$ cat config.mk
export PLATFORM = sky130hd
export DESIGN_NAME = fetch_unit_flat
export DESIGN_NICKNAME = d
export VERILOG_FILES = /design/src/rtl/riscv_pkg.sv /design/src/rtl/fetch_unit_if.sv /design/src/rtl/fetch_queue.sv /design/src/rtl/fetch_unit.sv /design/src/flat_wrapper.sv
export SDC_FILE = /design/constraint.sdc
export NUM_CORES = 1
export LEC_CHECK = 0
export ABC_AREA = 1
export CAP_MARGIN = 40
export CORE_ASPECT_RATIO = 0.7
export CORE_UTILIZATION = 55
export DETAILED_ROUTE_END_ITERATION = 8
export PLACE_DENSITY = 0.78
export SYNTH_ARGS = -nofsm -noshare
export SYNTH_HDL_FRONTEND = slang
export SYNTH_HIERARCHICAL = 1
export SYNTH_SLANG_ARGS = --single-unit
$ cat constraint.sdc
create_clock -name clock -period 6.3 [get_ports clock]
set_input_delay 1.26 -clock clock [delete_from_list [all_inputs] [get_ports clock]]
set_output_delay 1.26 -clock clock [all_outputs]
set_load 0.05 [all_outputs]
$ cat src/rtl/riscv_pkg.sv
// riscv_pkg: shared widths, constants and the fetch FSM state type.
package riscv_pkg;

    localparam int XLEN = 32;
    localparam int ILEN = 32;

    localparam logic [XLEN-1:0] PC_STEP = 32'd4;
    localparam logic [ILEN-1:0] NOP     = 32'h0000_0013;

    typedef enum logic {
        RUN   = 1'b0,
        DRAIN = 1'b1
    } fetch_state_t;

    // Instruction addresses are always word aligned; the low two bits are dropped.
    function automatic logic [XLEN-1:0] align_pc(input logic [XLEN-1:0] p);
        return {p[XLEN-1:2], 2'b00};
    endfunction

endpackage

$ cat src/rtl/fetch_unit_if.sv
// fetch_unit_if: instruction memory request/response, redirect and decode handshakes.
// The master modport is the fetch side; the slave modport is memory/execute/decode.
interface fetch_unit_if;
    import riscv_pkg::*;

    logic            imem_req_valid;
    logic            imem_req_ready;
    logic [XLEN-1:0] imem_req_addr;
    logic            imem_resp_valid;
    logic [ILEN-1:0] imem_resp_data;
    logic            redirect_valid;
    logic [XLEN-1:0] redirect_pc;
    logic            instr_valid;
    logic            instr_ready;
    logic [ILEN-1:0] instr;
    logic [XLEN-1:0] instr_pc;

    modport master (
        output imem_req_valid, imem_req_addr, instr_valid, instr, instr_pc,
        input  imem_req_ready, imem_resp_valid, imem_resp_data,
               redirect_valid, redirect_pc, instr_ready
    );

    modport slave (
        input  imem_req_valid, imem_req_addr, instr_valid, instr, instr_pc,
        output imem_req_ready, imem_resp_valid, imem_resp_data,
               redirect_valid, redirect_pc, instr_ready
    );

endinterface

$ cat src/rtl/fetch_queue.sv
// fetch_queue: synchronous FIFO holding {instruction, pc} entries for decode.
// Flush empties the queue and wins over a push or pop in the same cycle.
module fetch_queue #(
    parameter int DEPTH = 4,
    parameter int WIDTH = 64
) (
    input  logic                     clock,
    input  logic                     reset,
    input  logic                     push,
    input  logic [WIDTH-1:0]         push_data,
    input  logic                     pop,
    input  logic                     flush,
    output logic [WIDTH-1:0]         head,
    output logic [$clog2(DEPTH):0]   count
);

    localparam int AW = $clog2(DEPTH);
    localparam int CW = AW + 1;
    localparam logic [CW-1:0] DEPTH_C = CW'(DEPTH);

    logic [WIDTH-1:0] mem [DEPTH];
    logic [AW-1:0]    rd_ptr;
    logic [AW-1:0]    wr_ptr;
    logic             do_push;
    logic             do_pop;

    assign do_pop  = pop && (count != '0) && !flush;
    assign do_push = push && !flush;
    assign head    = (count != '0) ? mem[rd_ptr] : '0;

    // Storage array; only written on an accepted push.
    always_ff @(posedge clock) begin
        if (do_push) begin
            mem[wr_ptr] <= push_data;
        end
    end

    // Pointers and occupancy; flush and reset both return to empty.
    always_ff @(posedge clock) begin
        if (reset || flush) begin
            rd_ptr <= '0;
            wr_ptr <= '0;
            count  <= '0;
        end else begin
            if (do_push) wr_ptr <= wr_ptr + AW'(1);
            if (do_pop)  rd_ptr <= rd_ptr + AW'(1);
            case ({do_push, do_pop})
                2'b10:   count <= count + CW'(1);
                2'b01:   count <= count - CW'(1);
                default: count <= count;
            endcase
        end
    end

    // The fetch credit rule makes overflow impossible; flag it if it ever happens.
    always_ff @(posedge clock) begin
        if (!reset) begin
            assert (!(do_push && !do_pop && count == DEPTH_C));
        end
    end

endmodule

$ cat src/rtl/fetch_unit.sv
// fetch_unit: instruction fetch stage feeding decode.
// Keeps the PC, issues in-order word reads, queues returned words with their PC,
// and on a redirect flushes the queue and drops responses from the old path.
// Define FETCH_PERF_EN to add the saturating stall_cycles counter and port.
module fetch_unit
    import riscv_pkg::*;
#(
    parameter logic [XLEN-1:0] RESET_PC    = 32'h0000_0000,
    parameter int              QUEUE_DEPTH = 4
) (
    input  logic clock,
    input  logic reset,
    fetch_unit_if.master bus
`ifdef FETCH_PERF_EN
    ,
    output logic [31:0] stall_cycles
`endif
);

    localparam int CW = $clog2(QUEUE_DEPTH) + 1;
    localparam logic [CW-1:0] DEPTH_C = CW'(QUEUE_DEPTH);

    fetch_state_t state, state_next;
    logic [XLEN-1:0] pc;
    logic [XLEN-1:0] ret_pc;
    logic [XLEN-1:0] target;
    logic [CW-1:0]   outstanding;
    logic [CW-1:0]   drop_cnt, drop_cnt_next;
    logic [CW-1:0]   count;
    logic            redirect;
    logic            req_valid;
    logic            req_fire;
    logic            resp_dec;
    logic            resp_keep;
    logic            pop;
    logic [ILEN+XLEN-1:0] head;

    assign redirect  = bus.redirect_valid;
    assign target    = align_pc(bus.redirect_pc);
    assign req_fire  = req_valid && bus.imem_req_ready;
    assign resp_dec  = bus.imem_resp_valid && (outstanding != '0);
    assign resp_keep = resp_dec && (state == RUN) && !redirect;
    assign pop       = bus.instr_valid && bus.instr_ready && !redirect;

    assign bus.imem_req_valid = req_valid;
    assign bus.imem_req_addr  = pc;
    assign bus.instr_valid    = !reset && (count != '0);
    assign bus.instr          = head[ILEN+XLEN-1:XLEN];
    assign bus.instr_pc       = head[XLEN-1:0];

    // Request credit and RUN/DRAIN transitions; a redirect reloads the drop count from
    // what will still be in flight once this cycle's response has landed.
    always_comb begin
        state_next    = state;
        drop_cnt_next = drop_cnt;
        req_valid     = 1'b0;
        if (!reset && state == RUN && !redirect && (outstanding + count) < DEPTH_C) begin
            req_valid = 1'b1;
        end
        if (redirect) begin
            drop_cnt_next = outstanding - CW'(resp_dec);
            state_next    = (drop_cnt_next != '0) ? DRAIN : RUN;
        end else if (state == DRAIN) begin
            if (resp_dec) drop_cnt_next = drop_cnt - CW'(1);
            if (drop_cnt_next == '0) state_next = RUN;
        end
    end

    // State register plus fetch PC, return-PC tracker and in-flight counter.
    always_ff @(posedge clock) begin
        if (reset) begin
            state       <= RUN;
            drop_cnt    <= '0;
            outstanding <= '0;
            pc          <= RESET_PC;
            ret_pc      <= RESET_PC;
        end else begin
            state       <= state_next;
            drop_cnt    <= drop_cnt_next;
            outstanding <= outstanding + CW'(req_fire) - CW'(resp_dec);
            if (redirect) begin
                pc     <= target;
                ret_pc <= target;
            end else begin
                if (req_fire)  pc     <= pc + PC_STEP;
                if (resp_keep) ret_pc <= ret_pc + PC_STEP;
            end
        end
    end

    fetch_queue #(
        .DEPTH (QUEUE_DEPTH),
        .WIDTH (ILEN + XLEN)
    ) u_queue (
        .clock     (clock),
        .reset     (reset),
        .push      (resp_keep),
        .push_data ({bus.imem_resp_data, ret_pc}),
        .pop       (pop),
        .flush     (redirect),
        .head      (head),
        .count     (count)
    );

`ifdef FETCH_PERF_EN
    // Count RUN cycles in which decode is starved, saturating at all ones.
    always_ff @(posedge clock) begin
        if (reset) begin
            stall_cycles <= '0;
        end else if (state == RUN && !bus.instr_valid && stall_cycles != 32'hFFFF_FFFF) begin
            stall_cycles <= stall_cycles + 32'd1;
        end
    end
`endif

endmodule

$ cat src/flat_wrapper.sv
// flat-port wrapper written by rule: the top's interface ports become plain ports
module fetch_unit_flat import riscv_pkg::*;
#(
    parameter logic [XLEN-1:0] RESET_PC    = 32'h0000_0000,
    parameter int              QUEUE_DEPTH = 4
)
  (clock, reset, bus_imem_req_valid, bus_imem_req_addr, bus_instr_valid, bus_instr, bus_instr_pc, bus_imem_req_ready, bus_imem_resp_valid, bus_imem_resp_data, bus_redirect_valid, bus_redirect_pc, bus_instr_ready);
  fetch_unit_if bus_i ();
  input  logic clock;
  input  logic reset;
  output wire logic [$bits(bus_i.imem_req_valid)-1:0] bus_imem_req_valid;
  output wire logic [$bits(bus_i.imem_req_addr)-1:0] bus_imem_req_addr;
  output wire logic [$bits(bus_i.instr_valid)-1:0] bus_instr_valid;
  output wire logic [$bits(bus_i.instr)-1:0] bus_instr;
  output wire logic [$bits(bus_i.instr_pc)-1:0] bus_instr_pc;
  input wire logic [$bits(bus_i.imem_req_ready)-1:0] bus_imem_req_ready;
  input wire logic [$bits(bus_i.imem_resp_valid)-1:0] bus_imem_resp_valid;
  input wire logic [$bits(bus_i.imem_resp_data)-1:0] bus_imem_resp_data;
  input wire logic [$bits(bus_i.redirect_valid)-1:0] bus_redirect_valid;
  input wire logic [$bits(bus_i.redirect_pc)-1:0] bus_redirect_pc;
  input wire logic [$bits(bus_i.instr_ready)-1:0] bus_instr_ready;
  assign bus_imem_req_valid = bus_i.imem_req_valid;
  assign bus_imem_req_addr = bus_i.imem_req_addr;
  assign bus_instr_valid = bus_i.instr_valid;
  assign bus_instr = bus_i.instr;
  assign bus_instr_pc = bus_i.instr_pc;
  assign bus_i.imem_req_ready = bus_imem_req_ready;
  assign bus_i.imem_resp_valid = bus_imem_resp_valid;
  assign bus_i.imem_resp_data = bus_imem_resp_data;
  assign bus_i.redirect_valid = bus_redirect_valid;
  assign bus_i.redirect_pc = bus_redirect_pc;
  assign bus_i.instr_ready = bus_instr_ready;
  fetch_unit #(.RESET_PC(RESET_PC), .QUEUE_DEPTH(QUEUE_DEPTH)) u_core (.clock(clock), .reset(reset), .bus(bus_i));
endmodule
==> results.yml, run 1 <==
outcome:
  status: "finished clean"
critical_path:
  arrival_ns: 3.36
  reg2reg_depth: 7
  cp_max_fo: 78
  worstPathRequired_ns: 5.04
  crit_type: "reg -> out"
  worstReg2RegStart: "u_core/outstanding[2]"
  timing.critical_path.to: "bus_instr_pc[19]"
  rr_endpoint: "u_core/u_queue/mem[3][39]"
  rrSetupSlack_ns: 2.91
  start_kind: "register"
  endpoint_kind: "primary output"
drt:
  wirelength_um: 37900
  via_per_inst: 5.57
  drc: 0
  drtPass1Iterations: 6
  vias: 12096
  wl_per_cell_um: 17.5
  ant_nets: 0
  drtIter0Drc: 1363
sta:
  setup_tns_ns: 0
  fin_skew_ns: 0.0142
  min_period_ns: 4.62
  rsz0062_at_grt: "false"
  fmax_mhz: 216
  worst_slack_ns: 1.68
  final-setup-viol-count: 0
  maxSlewHeadroom_pct: 43.4
  slew_violations: 0
  post-route-period-util_pct: 73.4
  hold_violations: 0
  worst_pin_slew_ns: 0.849
grt:
  grt_use_met1_pct: 37.6
  grt_max_degree: 79
  gr-total-overflow: 0
  grtUsageMet2_pct: 42.4
  antenna_found_initial: 0
  busiest_layer: "met2"
  grt_pass1_vias: 11324
  grt_pass1_wl_um: 59300
  met3_usage_pct: 5.24
  track_usage_pct: 26.5
clock_tree:
  htreeDepth: 2
  clk_path_buf_depth: 3
  numCtsBuffers: 34
  cts_tree: "built"
  cts_hold_buffers: 0
  clock_latency_ns: 0.52
  clkSlewWorstSetupHoldPaths_ns: 0.06
  cts_num_sinks: 332
  post-cts-setup-buffers: 0
  cts_resized: 0
  cts-root-buf: "clkbuf_16"
placement:
  pre_cts_slack_ns: 1.73
  hpwl_um: 24000
  port_buffers: 163
  place_congestion: 0.973
die:
  rows: 50
  initial_core_util_pct: 56.5
  die_y_um: 141
  core_sq_um: 27000
  die_w_um: 201
  fp.dieArea_sq_um: 28400
  ios: 168
synth:
  syn_inst: 1627
  synthSimpleGateAreaFrac_pct: 20.9
  synth_adder_area_share_pct: 1.33
  synth_seq_area_share_pct: 60.4
  synthDistinctLibCells: 43
  synth_edf_count: 256
  async_flop_share_pct: 0
  synth_top_family_by_area: "simple AND/OR/NAND/NOR gates"
  synth-compound-area-share_pct: 10.5
  muxShareOfSynthArea_pct: 0
  ys_seq_elements: 332
  avgSynthCellArea_sq_um: 9.37
  synth_xor_area_share_pct: 1.15
  ys_warn_count: 6
  synth_area_sq_um: 15200
  synth_top_flop_cell: "edfxtp_1"
finish:
  antenna_cells: 0
  drive_above_1_share_pct: 6.31
  multi_input_area_sq_um: 5230
  final-seq-area_sq_um: 9210
  fin_nets: 1865
  n_fill_cell: 2052
  area_growth_pct: 20.0
  final_util_pct: 67.8
power_and_ir_drop:
  p_per_area_nw_per_um2: 288
  power.leakage_nw: 6.62
  peakVddDrop_mv: 0.225
min_path:
  hold_class: "reg -> reg"
flow_run:
  cap_violations: 0
power breakdown:
group	internal, W	leakage [nW]	switching [W]
clock	0.00117	0.538	0.000825
sequential	0.00247	2.95	0.000108
combinational	0.000238	3.12	0.000452
sequential cells by signal, indices dropped and copies added (netlist names), named ones only:
signal                    flops
u_core/state                  1
u_core/drop_cnt               3
u_core/u_queue/count          3
u_core/bus.imem_req_addr     30
u_core/u_queue/rd_ptr         2
u_core/u_queue/wr_ptr         2
u_core/ret_pc                30
u_core/u_queue/mem          256
u_core/outstanding            3
cells in the final DEF, fill, tap and decap left out, drive strengths merged, types with 2 or more instances in the layout:
cell type / count
xor2: 17
clkdlybuf4s50: 161
o21a: 7
a31oi: 6
xnor2: 3
clkbuf: 43
o21bai: 2
nor3: 6
and2: 2
clkinv: 12
nand3b: 8
nand2: 275
o21ai: 163
fa: 2
nor2: 376
ha: 13
conb: 10
bufinv: 4
dfxtp: 76
or2: 5
buf: 21
nand3: 84
inv: 114
nand4: 6
a21oi: 129
edfxtp: 256
logic make-up (layout without fill, tap and decap cells):
group           Yosys count  count (layout)
buf+inv                 185             355
simple gates            763             763
fa+ha+maj                15              15
other cells               1              10
xor+xnor                 20              20
compound gates          311             311
flops                   332             332
how the worst min path moves through the flow:
stage,from,to,slack [ns],cells after the start
finish,u_core/u_queue/rd_ptr[1],register,0.49,2
global route,u_core/u_queue/rd_ptr[1],register,0.53,2
CTS,u_core/u_queue/rd_ptr[1],register,0.49,2
global placement,u_core/u_queue/rd_ptr[1],register,0.48,2
floorplan,u_core/u_queue/rd_ptr[1],register,0.46,2
detailed placement,u_core/u_queue/rd_ptr[1],register,0.48,2
final cells by class:
| cell class | instances | area share (%) |
|---|---|---|
| tap | 364 | 2.49 |
| timing repair buffer | 182 | 10.3 |
| clock inverter | 19 | 1.16 |
| sequential | 332 | 50.4 |
| multi-input combinational | 1119 | 28.6 |
| inverter | 111 | 2.32 |
| clock buffer | 43 | 4.84 |
synth_stat cells, types with 2 or more instances:
| cell type | number | area [sq um] |
|---|---|---|
| nand4_1 | 5 | 31.3 |
| o21ai_1 | 14 | 70.1 |
| a31oi_1 | 6 | 37.5 |
| nand2_2 | 2 | 12.5 |
| buf_1 | 11 | 41.3 |
| buf_6 | 17 | 191 |
| nor2_1 | 361 | 1360 |
| xor2_1 | 17 | 149 |
| a21oi_1 | 128 | 641 |
| buf_2 | 10 | 50.1 |
| nor2_4 | 2 | 22.5 |
| inv_2 | 8 | 30.0 |
| nand3_2 | 2 | 20.0 |
| o21ai_0 | 149 | 746 |
| xnor2_1 | 3 | 26.3 |
| nor2_2 | 11 | 68.8 |
| o21bai_1 | 2 | 15.0 |
| nor3_1 | 5 | 25.0 |
| inv_1 | 102 | 383 |
| dfxtp_1 | 76 | 1520 |
| edfxtp_1 | 256 | 7690 |
| o21a_1 | 7 | 52.6 |
| nor2_8 | 2 | 40.0 |
| nand2_4 | 3 | 33.8 |
| buf_4 | 9 | 67.6 |
| ha_1 | 13 | 163 |
| clkbuf_1 | 27 | 101 |
| or2_2 | 5 | 31.3 |
| nand2_1 | 270 | 1010 |
| nand3_1 | 82 | 410 |
| fa_1 | 2 | 40.0 |
| and2_1 | 2 | 12.5 |
| nand3b_1 | 8 | 60.1 |
routing by layer:
layer / share of wire, % / vias to the layer above
met1: 43 / 5752
li1: - / 5757
met5: 0 / -
met2: 47 / 538
met3: 8.7 / 49
met4: 1.5 / 0
metrics by stage:
stage                     total power [W]  area, sq um  std cells  hold slack (ns)
after floorplan                   0.00307        15300       1636            0.461
after global placement            0.00328        17000       2102            0.483
after detailed placement          0.00331        17200       2108            0.476
after CTS                         0.00528        18300       2170            0.490
after global routing              0.00546        18300       2170            0.529
final                             0.00526        18300       2170            0.486
worst max-delay path, cell delays in order, from the launching register on:
cell and delay [ns]:
dfxtp_4 0.68, buf_4 0.27, buf_16 0.30, nor2_1 0.11, nor2_1 0.15, o21ai_0 0.13
a21oi_1 0.28, clkdlybuf4s50_1 0.87
Note: power is estimated with default switching activity, not from simulation.
==> run 2, diff against run 1 <==
clock period = 4.4 ns   (was 6.3 ns; I/O delays follow)
==> run 2 against run 1 <==
  * Register-to-register slack lost 1.1 ns
  * Clock power grew 35%
  * Non-clock buffer count is 2 lower
  * Sequential cell count unchanged
==> results.yml, run 2 (synthesis results as in run 1) <==
outcome:
  status: "finished clean"
drt:
  route.top_layer_used: "met4"
  drtIter0Drc: 1344
  wl_met2_um: 17400
  ant_nets: 0
  wl_per_cell_um: 17.3
  met3_length_um: 3280
  drtPass1Iterations: 5
  drc: 0
  met1_length_um: 16200
  wirelength_um: 37400
  vias: 11915
  via_per_inst: 5.50
grt:
  grt_pass1_wl_um: 58900
  grt_max_degree: 83
  track_usage_pct: 26.3
  gr-total-overflow: 0
  grt_pass1_vias: 11111
  antenna_found_initial: 0
die:
  initial_core_util_pct: 56.5
  rows: 50
  die_w_um: 201
  ios: 168
  core_sq_um: 27000
  die_y_um: 141
  fp.dieArea_sq_um: 28400
finish:
  multi_input_area_sq_um: 5230
  drive_above_1_share_pct: 8.43
  area_growth_pct: 18.6
  largest_reg_flops: 256
  fin_nets: 1863
  mostFrequentLayoutCell: "nor2_1"
  n_fill_cell: 2035
  final-seq-area_sq_um: 9210
  regMostFlops: "u_core/u_queue/mem"
  layout_common_cells: "nor2_1 (357), nand2_1 (270), edfxtp_1 (256)"
  antenna_cells: 0
power_and_ir_drop:
  p_clk_share_pct: 36.5
  combinationalPowerShare_pct: 13.3
  power.total_w: 0.00737
  p_per_area_nw_per_um2: 408
  p_switching_w: 0.00195
  peakVddDrop_mv: 0.259
  p_sw_share_pct: 26.5
  power.leakage_nw: 6.65
  cell_internal_pwr_w: 0.00542
  seq_power_share_pct: 50.1
clock_tree:
  cts_hold_buffers: 0
  cts-root-buf: "clkbuf_16"
  clkSlewWorstSetupHoldPaths_ns: 0.06
  clock_latency_ns: 0.51
  numCtsBuffers: 34
  post-cts-setup-buffers: 0
  cts_num_sinks: 332
  clk_path_buf_depth: 3
  cts_resized: 0
  htreeDepth: 2
  cts_tree: "built"
critical_path:
  rrSetupSlack_ns: 1.83
  start_kind: "register"
  reg2reg_depth: 13
  rr_endpoint: "u_core/u_queue/count[2]"
  worstReg2RegStart: "u_core/outstanding[1]"
  crit_type: "reg -> out"
  cp_max_fo: 82
  arrival_ns: 2.97
  endpoint_kind: "primary output"
  worstPathRequired_ns: 3.52
  timing.critical_path.to: "bus_instr[2]"
sta:
  hold_violations: 0
  maxSlewHeadroom_pct: 40.4
  rsz0062_at_grt: "false"
  final-setup-viol-count: 0
  min_period_ns: 3.85
  worst_pin_slew_ns: 0.895
  setup_tns_ns: 0
  post-route-period-util_pct: 87.4
  slew_violations: 0
  fmax_mhz: 260
  worst_slack_ns: 0.553
  fin_skew_ns: 0.0114
placement:
  hpwl_um: 23000
  place_congestion: 0.939
  pre_cts_slack_ns: 1.08
  port_buffers: 163
min_path:
  hold_class: "reg -> reg"
flow_run:
  cap_violations: 0
==> run 2: area by class of cell <==
class	instances	area share, %
well taps	364	2.52
clock inverters	17	0.422
inverters	111	2.35
flip-flops and latches	332	51.0
repair buffers	180	9.50
clock buffers	45	5.34
multi-input cells	1119	28.9
==> run 2: critical path: stages, from the launching register on <==
cell and delay, ns:
dfxtp_4 0.37, buf_4 0.66, nor2_1 0.11, nor2_1 0.11
o21ai_0 0.09, a21oi_1 0.21, clkdlybuf4s50_1 0.83
==> run 2: stage by stage <==
step | cells | cell area, sq um | util [%] | hold WS, ns
global route | 2168 | 18100 | 67.0 | 0.563
global placement | 2106 | 17000 | 63.2 | 0.505
detailed placement | 2106 | 17000 | 63.2 | 0.514
CTS | 2168 | 18100 | 67.0 | 0.530
finish | 2168 | 18100 | 67.0 | 0.530
floorplan | 1636 | 15300 | - | 0.461
==> run 2: worst min path at each step <==
stage,startpoint,end,slack [ns],cells after the start
6_report,u_core/drop_cnt[0],u_core/drop_cnt[0],0.53,2
5_1_grt,u_core/ret_pc[31],u_core/u_queue/mem[1][31],0.56,0
4_1_cts,u_core/bus.imem_req_addr[5],u_core/bus.imem_req_addr[5],0.53,2
3_5_place_dp,u_core/drop_cnt[0],u_core/drop_cnt[0],0.51,2
3_3_place_gp,u_core/u_queue/wr_ptr[1],u_core/u_queue/wr_ptr[1],0.50,2
2_1_floorplan,u_core/u_queue/rd_ptr[1],register,0.46,2
==> run 2: per-layer routing <==
| metal | global-route usage (%) | vias up |
|---|---|---|
| met1 | 38.3 | 5563 |
| met2 | 41.7 | 539 |
| met3 | 4.23 | 55 |
| met4 | 6.43 | 0 |
| li1 | - | 5758 |
| met5 | 0 | - |
==> run 2: power groups by stage <==
stage,Clock [W],Sequential (W),Combinational [W]
global route,0.00286,0.00371,0.00108
detailed placement,0,0.00376,0.000968
CTS,0.00273,0.00369,0.000977
global placement,0,0.00375,0.000945
finish,0.00269,0.00369,0.000982
floorplan,0,0.00378,0.000611
